File: config.mk
export PLATFORM = sky130hd
export DESIGN_NAME = stream_adder_pipe
export DESIGN_NICKNAME = d
export VERILOG_FILES = /design/src/rtl/stream_adder_pipe.sv
export SDC_FILE = /design/constraint.sdc
export NUM_CORES = 1
export LEC_CHECK = 0
export BUFFER_PORTS_ARGS = -buffer_cell sky130_fd_sc_hd__buf_2
export CAP_MARGIN = 20
export CORE_UTILIZATION = 50
export DETAILED_ROUTE_END_ITERATION = 8
export PLACE_DENSITY = 0.74
export SKIP_CTS_REPAIR_TIMING = 1
export SLEW_MARGIN = 15
export SYNTH_ARGS = -nofsm -noshare
export SYNTH_HDL_FRONTEND = slang
export SYNTH_SLANG_ARGS = --single-unit
File: constraint.sdc
create_clock -name sys_clk -period 3.3 [get_ports sys_clk]
set_clock_uncertainty 0.2 [all_clocks]
set_input_delay 0.495 -clock sys_clk [delete_from_list [all_inputs] [get_ports sys_clk]]
set_output_delay 0.495 -clock sys_clk [all_outputs]
set_load 0.05 [all_outputs]
File: src/rtl/stream_adder_pipe.sv
// rtl/stream_adder_pipe.sv - registered stream adder with skid buffer, saturation and packet status
//
// Adds a per-packet offset to every beat of a valid/ready/last stream.
// One cycle of latency, full throughput through an output register plus
// one skid register. The offset is taken from add_value on the first beat
// of each packet and held for the remaining beats.
//
// Ports:
//   sys_clk, sys_rst   rising-edge clock, asynchronous active-high reset
//   add_value          offset, sampled on the first beat of each packet
//   clear              synchronous pulse: zero packet_count, clear overflow
//   sink_*             input stream (valid/ready/last/data)
//   source_*           output stream (valid/ready/last/data)
//   overflow           sticky flag: some accepted beat produced a carry
//   packet_count       packets whose last beat has left on source
module stream_adder_pipe #(
    parameter int DATA_WIDTH = 8,
    parameter int SATURATE   = 0,
    parameter int CNT_WIDTH  = 16
) (
    input  logic                  sys_clk,
    input  logic                  sys_rst,
    input  logic [DATA_WIDTH-1:0] add_value,
    input  logic                  clear,
    input  logic                  sink_valid,
    input  logic                  sink_last,
    input  logic [DATA_WIDTH-1:0] sink_data,
    output logic                  sink_ready,
    output logic                  source_valid,
    output logic                  source_last,
    output logic [DATA_WIDTH-1:0] source_data,
    input  logic                  source_ready,
    output logic                  overflow,
    output logic [CNT_WIDTH-1:0]  packet_count
);

    logic                  in_packet;
    logic [DATA_WIDTH-1:0] offset_q;
    logic [DATA_WIDTH-1:0] offset;
    logic                  skid_full;
    logic                  skid_last;
    logic [DATA_WIDTH-1:0] skid_data;
    logic [DATA_WIDTH:0]   sum;
    logic                  carry;
    logic [DATA_WIDTH-1:0] result;
    logic                  accept;
    logic                  out_xfer;
    logic                  out_free;

    // sink_ready comes straight from the skid flag, so it never depends on
    // source_ready within the same cycle.
    assign sink_ready = !skid_full;
    assign accept     = sink_valid && sink_ready;
    assign out_xfer   = source_valid && source_ready;
    // The output register can take a new beat if it is empty or being drained.
    assign out_free   = !source_valid || source_ready;

    always_comb begin
        offset = in_packet ? offset_q : add_value;
        sum    = {1'b0, sink_data} + {1'b0, offset};
        carry  = sum[DATA_WIDTH];
        result = sum[DATA_WIDTH-1:0];
        if ((SATURATE != 0) && carry) begin
            result = '1;
        end
    end

    always_ff @(posedge sys_clk or posedge sys_rst) begin
        if (sys_rst) begin
            in_packet    <= 1'b0;
            offset_q     <= '0;
            skid_full    <= 1'b0;
            skid_last    <= 1'b0;
            skid_data    <= '0;
            source_valid <= 1'b0;
            source_last  <= 1'b0;
            source_data  <= '0;
            overflow     <= 1'b0;
            packet_count <= '0;
        end else begin
            if (accept) begin
                in_packet <= !sink_last;
                if (!in_packet) begin
                    offset_q <= add_value;
                end
            end

            // A full skid blocks accept, so skid refill and new-beat load
            // never compete for the output register.
            if (out_free) begin
                if (skid_full) begin
                    source_data  <= skid_data;
                    source_last  <= skid_last;
                    source_valid <= 1'b1;
                    skid_full    <= 1'b0;
                end else if (accept) begin
                    source_data  <= result;
                    source_last  <= sink_last;
                    source_valid <= 1'b1;
                end else begin
                    source_valid <= 1'b0;
                end
            end else if (accept) begin
                skid_data <= result;
                skid_last <= sink_last;
                skid_full <= 1'b1;
            end

            if (clear) begin
                overflow <= 1'b0;
            end else if (accept && carry) begin
                overflow <= 1'b1;
            end

            if (clear) begin
                packet_count <= '0;
            end else if (out_xfer && source_last) begin
                packet_count <= packet_count + CNT_WIDTH'(1);
            end
        end
    end

endmodule

* Word level (Yosys, flattened, before mapping)
Index checks and enable logic that the tools add are counted.
** Cells by class
- $add $sub $neg :: 2
- Mux-type cells :: 13
- Bitwise gates (word level) :: 1
- Reductions and logical operators :: 14
** Operator list (count)
- 2-to-1 mux 16 bit :: 2
- 2-to-1 mux 8 bit :: 3
- adder 16 x 1 -> 16 bit (second input constant) :: 1
- adder 8 x 8 -> 9 bit :: 1
- 2-to-1 mux 1 bit :: 8
- nonzero test 2 bit :: 4
- logical AND 1 bit :: 4
- AND reduction 2 bit :: 2
- zero test 1 bit :: 3
- logical OR 1 bit :: 1
- NOT 1 bit :: 1
** Word-level totals
- Register bits after elaboration :: 46
- Logic and storage cells :: 40

* Longest topological paths before layout
Gate-level depths: netlist of run 1.
- Depth in word-level cells :: 5
- Depth in mapped cells :: 10
- Gate-level depth less buffers :: 9

* Worst setup path after synthesis of run 1
Ideal clock, no wire load.
- Path type :: reg2reg
- Start point :: register in_packet
- End point :: register skid_data[6]
- Setup time :: 129 ps
- Arrival :: 2146 ps
- Data required time :: 2971 ps
- Setup slack :: 825 ps
- Cell stages (with the launch flop) :: 11
- Buffers on the path :: 1
- Period minus slack after synthesis :: 2475 ps
- Cell sequence :: dfrtp_1 -> clkbuf_1 -> mux2_2 -> ha_1 -> inv_1 -> fa_1 -> and2b_1 -> nor3_1 -> o21ai_0 -> xnor2_1 -> o21ai_0
** On the way
- Cells in the longest elaborated chain, start to end :: 2
** RTL lines
- start: declaration :: RTL line 37 : logic in_packet;
- start signal: assignment :: RTL line 82 : in_packet <= !sink_last;
- 2-to-1 mux 8 bit
- named net offset[0] :: RTL line 39 : logic [DATA_WIDTH-1:0] offset;
- adder 8 x 8 -> 9 bit :: RTL line 60 : sum = {1'b0, sink_data} + {1'b0, offset};
- end signal: assignment :: RTL line 104 : skid_data <= result;
- end: declaration :: RTL line 42 : logic [DATA_WIDTH-1:0] skid_data;
The timed path passes the listed nets, and every way through them passes these cells.
A chain may end at the register's enable or synchronous reset.

* Final worst setup path of run 1
Ends and elaborated chain as after synthesis.

==> results.sh, run 1 <==
export IMPL_status="complete, but fails checks"
export IMPL_fmax_mhz=384
export IMPL_slew_headroom_pct=37.5
export IMPL_nFillCells=393
export IMPL_synthSimpleGateAreaFrac_pct=16.6
export IMPL_grt_max_degree=47
export IMPL_ys_seq_elements=46
export IMPL_routed_wl_mm=4.46
export IMPL_grt_antenna_before_repair=0
export IMPL_cts_sinks=46
export IMPL_internal_power_mw=1.07
export IMPL_initial_core_util_pct=53.8
export IMPL_drcViolationCount=1
export IMPL_cp_max_fo=9
export IMPL_powerDensity_nw_per_um2=621
export IMPL_vias=1768
export IMPL_synthAdderAreaFrac_pct=5.51
export IMPL_critPathLaunchType="flip-flop"
export IMPL_clkSlewWorstSetupHoldPaths_ns=0.08
export IMPL_synthArstFlopShare_pct=100
export IMPL_port_buffers=49
export IMPL_maxCapViolations=0
export IMPL_routedWlPerCell_um=13.5
export IMPL_synthMuxAreaShare_pct=9.20
export IMPL_finalCritPeriodShare_pct=78.9
export IMPL_yosysSeqAreaShare_pct=47.8
export IMPL_dieArea_um2=5090
export IMPL_yosysUniqueCellTypes=40
export IMPL_areaGrowthSynthToFinish_pct=14.0
export IMPL_finalWorstSetupSlack_ns=0.696
export IMPL_final_max_slew_viol_count=0
export IMPL_synth_edf_count=0
export IMPL_yosysWarningCount=0
export IMPL_design_core_area_um2=4470
export IMPL_grt_overflow=0
export IMPL_leakagePower_nw=1.36
export IMPL_period_needed_ns=2.60
export IMPL_dp_hpwl_mm=3.29
export IMPL_setup_tns_ns=0
export IMPL_layout_drive_gt1_share_pct=29.1
export IMPL_antenna_cells=0
export IMPL_vias_per_cell=5.36
export IMPL_htree_levels=2
export IMPL_synth_xor_area_share_pct=6.92
export IMPL_switching_share_pct=37.4
export IMPL_p_total_mw=1.71
export IMPL_final_hold_viol_count=0
export IMPL_cts_tree="done"
export IMPL_cts_inserted_buffers=5
export IMPL_violations="design-rule violations"
export IMPL_power_frac_clock_pct=20.5
export IMPL_ant_nets=0
export IMPL_rows=24
export IMPL_synth_compound_area_share_pct=10.5
export IMPL_crit_top_cell="o21ai_0"
export IMPL_required_ns=3.27
export IMPL_worstPathArrival_ns=2.57
export IMPL_die_y_um=71.4
export IMPL_peakVddDrop_mv=0.288
export IMPL_dp_slack_ns=0.677
export IMPL_drt_pre_antenna_iters=8
export IMPL_cts_max_path_buffers=2
export IMPL_timing_hold_ws_ns=0.200
export IMPL_die_w_um=71.4
export IMPL_final_nets=309
export IMPL_first_global_vias=1660
export IMPL_crit_path_top_delay_cell="dfrtp_1"
export IMPL_critPathMaxStageDelay_ns=0.51
export IMPL_drtIter0Drc=87
export IMPL_finalSetupViolCount=0
export IMPL_track_usage_pct=19.1
export IMPL_setup_worst_path_class="reg2reg"
export IMPL_synth_top_family_by_area="simple AND/OR/NAND/NOR gates"
export IMPL_cts_root_buf="clkbuf_8"
export IMPL_p_seq_share_pct=44.3
export IMPL_place_congestion=0.772
export IMPL_synth_main_ff_cell="dfrtp_1"
export IMPL_worst_pin_slew_ns=0.936
export IMPL_grt_pass1_wl_mm=7.49
export IMPL_path_cells="mux2_2, ha_1, inv_1, fa_1, and2b_1, nor3_1, o21ai_0, xnor2_1, o21ai_0"
export IMPL_syn_cell_area_um2=2410
export IMPL_min_path_type="in2async"
export IMPL_end_kind="flip-flop"
export IMPL_synth_cells=234
export IMPL_synth_nets=266
export IMPL_power_frac_comb_pct=35.1
export IMPL_insertion_delay_ns=0.29
export IMPL_avgSynthCellArea_um2=10.3
export IMPL_p_sw_uw=638
export IMPL_boundaryPins=50
export IMPL_rsz0062_at_grt="false"
-- worst paths after layout --
| check | slack [ns] | end | depth (start not counted) | start |
|---|---|---|---|---|
| setup / recovery | 0.70 | skid_data[6] | 9 | in_packet |
| hold / removal | 0.20 | source_data[4] | 2 | sys_rst |
| setup reg to reg | 0.70 | skid_data[6] | 9 | in_packet |
| hold reg to reg | 0.28 | source_data[2] | 2 | source_data[2] |
| max in group asynchronous | 2.11 | packet_count[7] | 2 | sys_rst |
| min in group sys_clk | 0.25 | in_packet | 2 | sink_last |
-- flip-flops by register name, indices dropped and copies added (netlist names), 8 cells and up --
| register | cells |
|---|---|
| source_data | 8 |
| packet_count | 16 |
| offset_q | 8 |
| skid_data | 8 |
-- metal layers --
layer / vias up / routed length [µm] / track usage, %
met5: - / 0 / 0
met4: 0 / 65 / 6.67
met3: 6 / 216 / 4.78
met2: 42 / 2000 / 28.9
met1: 816 / 2180 / 26.9
li1: 904 / - / -
-- logic make-up (layout without fill, tap and decap cells) --
kind of cell	Yosys count	in the layout
compound gates	42	42
xor+xnor	19	19
fa+ha+maj	10	10
buf+inv	18	62
flops	46	46
mux	20	20
simple gates	79	79
-- critical path: cells and delay by family (launching register included) --
| family | cells | cell delay (ns) |
|---|---|---|
| and+or+nand+nor | 2 | 0.26 |
| muxes | 1 | 0.29 |
| DFF | 1 | 0.51 |
| AOI/OAI and AO/OA | 2 | 0.42 |
| buffers and inverters | 1 | 0.05 |
| xor gates and xnor gates | 1 | 0.19 |
| adders and majority gates | 2 | 0.55 |
-- placed cells by master (no fill, tap or decap), types with 4 or more instances in the layout --
master / count
nand4_1: 5
o21ai_0: 17
clkbuf_8: 6
a21o_1: 4
nor2_1: 18
xor2_1: 11
nand3_1: 8
dfrtp_1: 46
nand2_1: 21
ha_1: 9
and3_1: 8
mux2_2: 17
nand2b_1: 4
buf_2: 49
xnor2_1: 8
a21oi_1: 10
-- stage by stage --
stage	utilization, %	instance area (µm²)	std cells
finish	61.3	2740	330
global route	61.3	2740	330
CTS	61.3	2740	330
detailed placement	59.3	2650	322
global placement	59.3	2650	322
floorplan	-	2410	234
-- synth_stat cells, types with 3 or more instances --
master / instances / area share, %
mux2_2: 17 / 8.0
xnor2_1: 8 / 2.9
dfrtp_1: 46 / 48
and4_1: 3 / 1.1
clkbuf_1: 4 / 0.62
nor2_1: 18 / 2.8
nand2_1: 21 / 3.3
and3_1: 8 / 2.1
o31ai_1: 3 / 0.94
ha_1: 9 / 4.7
a21o_1: 4 / 1.2
a21oi_1: 10 / 2.1
inv_1: 4 / 0.62
mux2i_1: 3 / 1.2
nand4_1: 5 / 1.3
xor2_1: 11 / 4.0
o21ai_0: 17 / 3.5
buf_2: 6 / 1.2
nand3_1: 8 / 1.7
nand2b_1: 4 / 1.0
-- layout make-up --
type / instances / area [µm²] / area share, %
Multi-Input combinational cell: 170 / 1170 / 42.7
Tap cell: 52 / 65.1 / 2.37
Clock inverter: 1 / 5.00 / 0.182
Clock buffer: 7 / 86.3 / 3.15
Inverter: 5 / 18.8 / 0.684
Sequential cell: 46 / 1150 / 42.0
Timing Repair Buffer: 49 / 245 / 8.94
-- power groups by stage --
stage	Clock (mW)	Sequential [mW]	Combinational, mW
floorplan	0	0.914	0.317
detailed placement	0	0.770	0.601
CTS	0.362	0.758	0.603
finish	0.350	0.756	0.599
global route	0.381	0.774	0.656
global placement	0	0.761	0.589
Power figures use the tool's default switching activity.
==> run 2, diff against run 1 <==
--- a/config.mk
+++ b/config.mk
@@ -7,9 +7,9 @@
 export LEC_CHECK = 0
 export BUFFER_PORTS_ARGS = -buffer_cell sky130_fd_sc_hd__buf_2
 export CAP_MARGIN = 20
-export CORE_UTILIZATION = 50
+export CORE_UTILIZATION = 49
 export DETAILED_ROUTE_END_ITERATION = 8
-export PLACE_DENSITY = 0.74
+export PLACE_DENSITY = 0.76
 export SKIP_CTS_REPAIR_TIMING = 1
 export SLEW_MARGIN = 15
 export SYNTH_ARGS = -nofsm -noshare
==> constraint.sdc (replaced) <==
create_clock -name sys_clk -period 2.35 [get_ports sys_clk]
set_clock_uncertainty 0.2 [all_clocks]
set_input_delay 0.3525 -clock sys_clk [delete_from_list [all_inputs] [get_ports sys_clk]]
set_output_delay 0.3525 -clock sys_clk [all_outputs]
set_load 0.05 [all_outputs]
==> results.sh, run 2 (synthesis results as in run 1) <==
export IMPL_finalWorstSetupSlack_ns=-0.129
export IMPL_rows=25
export IMPL_place_congestion=0.932
export IMPL_cp_max_fo=6
export IMPL_powerDensity_nw_per_um2=882
export IMPL_hp_start="sink_last"
export IMPL_design_core_area_um2=4720
export IMPL_status="complete, but fails checks"
export IMPL_slew_headroom_pct=66.0
export IMPL_die_y_um=72.1
export IMPL_drt_pre_antenna_iters=4
export IMPL_vias=1948
export IMPL_setup_tns_ns=-0.315
export IMPL_violations="negative setup slack"
export IMPL_final_nets=332
export IMPL_cts_root_buf="clkbuf_8"
export IMPL_critPathLaunch="in_packet"
export IMPL_layout_drive_gt1_share_pct=41.2
export IMPL_maxCapViolations=0
export IMPL_boundaryPins=50
export IMPL_largest_reg_flops=16
export IMPL_cts_tree="done"
export IMPL_grt_max_degree=20
export IMPL_rsz0062_at_grt="true"
export IMPL_peakVddDrop_mv=0.498
export IMPL_worst_pin_slew_ns=0.510
export IMPL_fmax_mhz=403
export IMPL_htree_levels=2
export IMPL_grt_pass1_wl_mm=8.45
export IMPL_antenna_cells=0
export IMPL_p_total_mw=2.76
export IMPL_drtIter0Drc=146
export IMPL_min_path_type="in2reg"
export IMPL_dp_slack_ns=-0.161
export IMPL_cts_inserted_buffers=5
export IMPL_grtUsageMet3_pct=3.61
export IMPL_drcViolationCount=0
export IMPL_period_needed_ns=2.48
export IMPL_grt_busiest_layer="met2"
export IMPL_top_register="packet_count"
export IMPL_insertion_delay_ns=0.32
export IMPL_ant_nets=0
export IMPL_vias_per_cell=5.29
export IMPL_setup_worst_path_class="reg2reg"
export IMPL_finalSetupViolCount=6
export IMPL_required_ns=2.38
export IMPL_cts_sinks=46
export IMPL_final_common_cell="buf_2"
export IMPL_grt_antenna_before_repair=0
export IMPL_mostFrequentLayoutCells="buf_2, dfrtp_1, nand2_1"
export IMPL_final_area_um2=3130
export IMPL_dp_hpwl_mm=3.79
export IMPL_initial_core_util_pct=50.9
export IMPL_grtUsageMet1_pct=29.3
export IMPL_leakagePower_nw=1.51
export IMPL_stdcell_count=368
export IMPL_cts_max_path_buffers=2
export IMPL_regToRegStartpoint="in_packet"
export IMPL_die_w_um=72.1
export IMPL_critPathLaunchType="flip-flop"
export IMPL_place_inst=352
export IMPL_final_hold_viol_count=0
export IMPL_dieArea_um2=5190
export IMPL_port_buffers=49
export IMPL_first_global_vias=1829
export IMPL_placed_area_um2=2780
export IMPL_final_max_slew_viol_count=0
export IMPL_grt_overflow=0
export IMPL_end_kind="flip-flop"
export IMPL_finalCritPeriodShare_pct=105
export IMPL_routed_wl_mm=5.42
export IMPL_track_usage_pct=21.5
export IMPL_routedWlPerCell_um=14.7
export IMPL_areaGrowthSynthToFinish_pct=30.2
export IMPL_worstPathArrival_ns=2.51
export IMPL_grtUsageMet2_pct=33.7
export IMPL_clkSlewWorstSetupHoldPaths_ns=0.10
-- run 2: cell type report --
| class | count | area, µm² |
|---|---|---|
| inverter | 5 | 18.8 |
| multi-input combinational | 170 | 1330 |
| fill | 359 | 1590 |
| tap | 67 | 83.8 |
| clock inverter | 3 | 45.0 |
| clock buffer | 5 | 68.8 |
| timing repair buffer | 72 | 432 |
| sequential | 46 | 1150 |
-- run 2: worst paths after layout --
check	end	slack, ns	cells past startpoint
worst min-delay path	in_packet	0.12	2
worst max-delay path	source_data[6]	-0.13	10
worst min register to register	source_data[0]	0.28	2
min in group asynchronous	packet_count[8]	0.33	3
max in group asynchronous	in_packet	1.06	4
worst max register to register	source_data[6]	-0.13	10
-- run 2: stage by stage --
stage	util [%]	hold slack (ns)
global route	66.3	0.135
CTS	61.4	-0.211
floorplan	-	0.242
finish	66.3	0.124
detailed placement	58.9	0.135
global placement	58.9	0.127
-- run 2: critical path, cell delays in order, from the launching register on --
cell	delay [ns]
dfrtp_2	0.47
buf_6	0.14
buf_6	0.11
mux2_4	0.31
ha_4	0.22
buf_6	0.11
o211ai_1	0.21
o21ai_2	0.11
buf_4	0.15
xnor2_2	0.13
o31ai_1	0.22
-- run 2: layer usage --
metal	vias to the layer above	wire length, µm
met1	958	2520
met4	0	115
li1	942	-
met2	37	2610
met3	11	167
met5	-	0
-- run 2: report_power, final --
group	leakage, nW	switching (mW)	total [mW]	internal (mW)
Combinational	0.874	0.637	1.10	0.461
Clock	0.0504	0.290	0.606	0.316
Sequential	0.586	0.0943	1.06	0.963
==> run 3, diff against run 2 <==
--- a/config.mk
+++ b/config.mk
@@ -5,9 +5,10 @@
 export SDC_FILE = /design/constraint.sdc
 export NUM_CORES = 1
 export LEC_CHECK = 0
+export ABC_AREA = 1
 export BUFFER_PORTS_ARGS = -buffer_cell sky130_fd_sc_hd__buf_2
 export CAP_MARGIN = 20
-export CORE_UTILIZATION = 49
+export CORE_UTILIZATION = 50
 export DETAILED_ROUTE_END_ITERATION = 8
 export PLACE_DENSITY = 0.76
 export SKIP_CTS_REPAIR_TIMING = 1
==> results.sh, run 3 <==
export IMPL_largest_reg_flops=16
export IMPL_critPathLaunchType="flip-flop"
export IMPL_dp_hpwl_mm=4.29
export IMPL_vias_per_cell=5.04
export IMPL_setup_tns_ns=0
export IMPL_maxCapViolations=0
export IMPL_cts_sinks=46
export IMPL_drcViolationCount=0
export IMPL_ys_seq_elements=46
export IMPL_yosysUniqueCellTypes=28
export IMPL_rsz0062_at_grt="false"
export IMPL_rows=25
export IMPL_status="completed"
export IMPL_grt_overflow=0
export IMPL_p_total_mw=2.42
export IMPL_place_inst=465
export IMPL_routed_wl_mm=5.63
export IMPL_end_kind="flip-flop"
export IMPL_cts_inserted_buffers=5
export IMPL_cts_max_path_buffers=2
export IMPL_synth_edf_count=0
export IMPL_final_common_cell="nand2_1"
export IMPL_nFillCells=438
export IMPL_die_w_um=73.8
export IMPL_yosys_cell_count_top_type="nand2_1"
export IMPL_synth_area_leader_cell="dfrtp_1"
export IMPL_dieArea_um2=5440
export IMPL_layout_drive_gt1_share_pct=20.3
export IMPL_mostFrequentLayoutCells="nand2_1, buf_2, inv_1"
export IMPL_place_congestion=0.887
export IMPL_areaGrowthSynthToFinish_pct=18.8
export IMPL_ant_nets=0
export IMPL_boundaryPins=50
export IMPL_finalWorstSetupSlack_ns=0.155
export IMPL_netlist_top_cells_count="nand2_1, inv_1, dfrtp_1, nor2_1, a21oi_1"
export IMPL_synth_cells=351
export IMPL_clkSlewWorstSetupHoldPaths_ns=0.09
export IMPL_vias=2392
export IMPL_fmax_mhz=456
export IMPL_synth_area_top_cells="dfrtp_1, nand2_1, inv_1, nor2_1, a21oi_1"
export IMPL_grt_max_degree=26
export IMPL_yosysWarningCount=0
export IMPL_finalCritPeriodShare_pct=93.4
export IMPL_yosysSeqAreaShare_pct=44.7
export IMPL_multiInputGateArea_um2=1200
export IMPL_insertion_delay_ns=0.30
export IMPL_synth_main_ff_cell="dfrtp_1"
export IMPL_finalSetupViolCount=0
export IMPL_cts_tree="done"
export IMPL_synth_top_cell_area_share_pct=44.7
export IMPL_grt_pass1_wl_mm=9.52
export IMPL_setup_worst_path_class="reg2reg"
export IMPL_port_buffers=49
export IMPL_grt_antenna_before_repair=0
export IMPL_synth_nets=383
export IMPL_utilization_pct=63.1
export IMPL_worst_pin_slew_ns=0.504
export IMPL_required_ns=2.34
export IMPL_track_usage_pct=23.0
export IMPL_final_hold_viol_count=0
export IMPL_stdcell_count=475
export IMPL_antenna_cells=0
export IMPL_drtIter0Drc=94
export IMPL_powerDensity_nw_per_um2=791
export IMPL_peakVddDrop_mv=0.334
export IMPL_top_register="packet_count"
export IMPL_final_max_slew_viol_count=0
export IMPL_syn_cell_area_um2=2570
export IMPL_synthArstFlopShare_pct=100
export IMPL_die_y_um=73.8
export IMPL_initial_core_util_pct=53.1
export IMPL_min_path_type="in2reg"
export IMPL_slew_headroom_pct=66.4
export IMPL_leakagePower_nw=1.64
export IMPL_design_core_area_um2=4850
export IMPL_worstPathArrival_ns=2.19
export IMPL_period_needed_ns=2.20
export IMPL_htree_levels=2
export IMPL_drt_pre_antenna_iters=4
export IMPL_first_global_vias=2202
export IMPL_cp_max_fo=10
export IMPL_cts_root_buf="clkbuf_8"
export IMPL_avgSynthCellArea_um2=7.34
export IMPL_final_nets=439
export IMPL_routedWlPerCell_um=11.9
export IMPL_dp_slack_ns=0.142
export IMPL_seqCellArea_um2=1150
==> run 3: changes by cell type in the layout (fill, tap and decap cells not counted), sizes merged, moves of 8 or more <==
cell / previous run / this run
nand2: 22 / 103
inv: 5 / 51
nor2: 18 / 41
mux2: 17 / 0
a21oi: 11 / 26
buf: 71 / 56
xor2: 11 / 0
and3: 9 / 0
nand3: 8 / 17
o21ai: 18 / 26
xnor2: 8 / 0
==> run 3: power breakdown <==
group	switching (mW)	total [mW]	internal (mW)
Clock	0.272	0.585	0.313
Sequential	0.0704	0.998	0.928
Combinational	0.576	0.837	0.260
Total	0.918	2.42	1.50
==> run 3: worst max-delay path, cell delays in order, from the launching register on <==
cell      delay (ns)
dfrtp_2         0.43
buf_4           0.18
nor2_1          0.06
a21oi_1         0.17
ha_1            0.29
or2_2           0.30
nand3b_1        0.13
nand2_1         0.06
nand2_1         0.08
nand2_1         0.05
nand2_1         0.05
o21ai_0         0.08
==> run 3: logic make-up (layout without fill, tap and decap cells) <==
kind of cell / after synthesis / in the layout / synth area share [%]
and+or+nand+nor: 176 / 176 / 28.5
AOI/OAI and AO/OA: 60 / 60 / 12.3
buffers and inverters: 59 / 116 / 9.38
DFF: 46 / 46 / 44.7
adders and majority gates: 10 / 10 / 5.15
==> run 3: stage by stage <==
stage	hold slack [ns]	area, µm²
floorplan	0.216	2570
global placement	0.210	2910
detailed placement	0.212	2910
CTS	-0.125	3020
global route	0.0575	3060
finish	0.0665	3060
==> run 3: metal layers <==
metal,track usage (%),wire length [µm]
met2,39.2,2690
met1,29.0,2630
met5,0,0
met4,7.05,79
met3,5.21,231
==> run 3: layout make-up <==
class | count | area share (%)
clock buffer | 5 | 2.25
clock inverter | 3 | 1.31
inverter | 51 | 6.26
multi-input combinational | 246 | 39.3
sequential | 46 | 37.7
tap | 67 | 2.74
timing repair buffer | 57 | 10.5
==> run 3: final timing paths <==
check | cells past startpoint | start | to | slack, ns
worst max-delay path | 11 | in_packet | skid_data[6] | 0.15
worst min-delay path | 2 | clear | overflow | 0.07
worst max register to register | 11 | in_packet | skid_data[6] | 0.15
worst min register to register | 2 | source_data[7] | source_data[7] | 0.28
max in group asynchronous | 4 | sys_rst | in_packet | 1.02
min in group asynchronous | 3 | sys_rst | skid_data[7] | 0.41
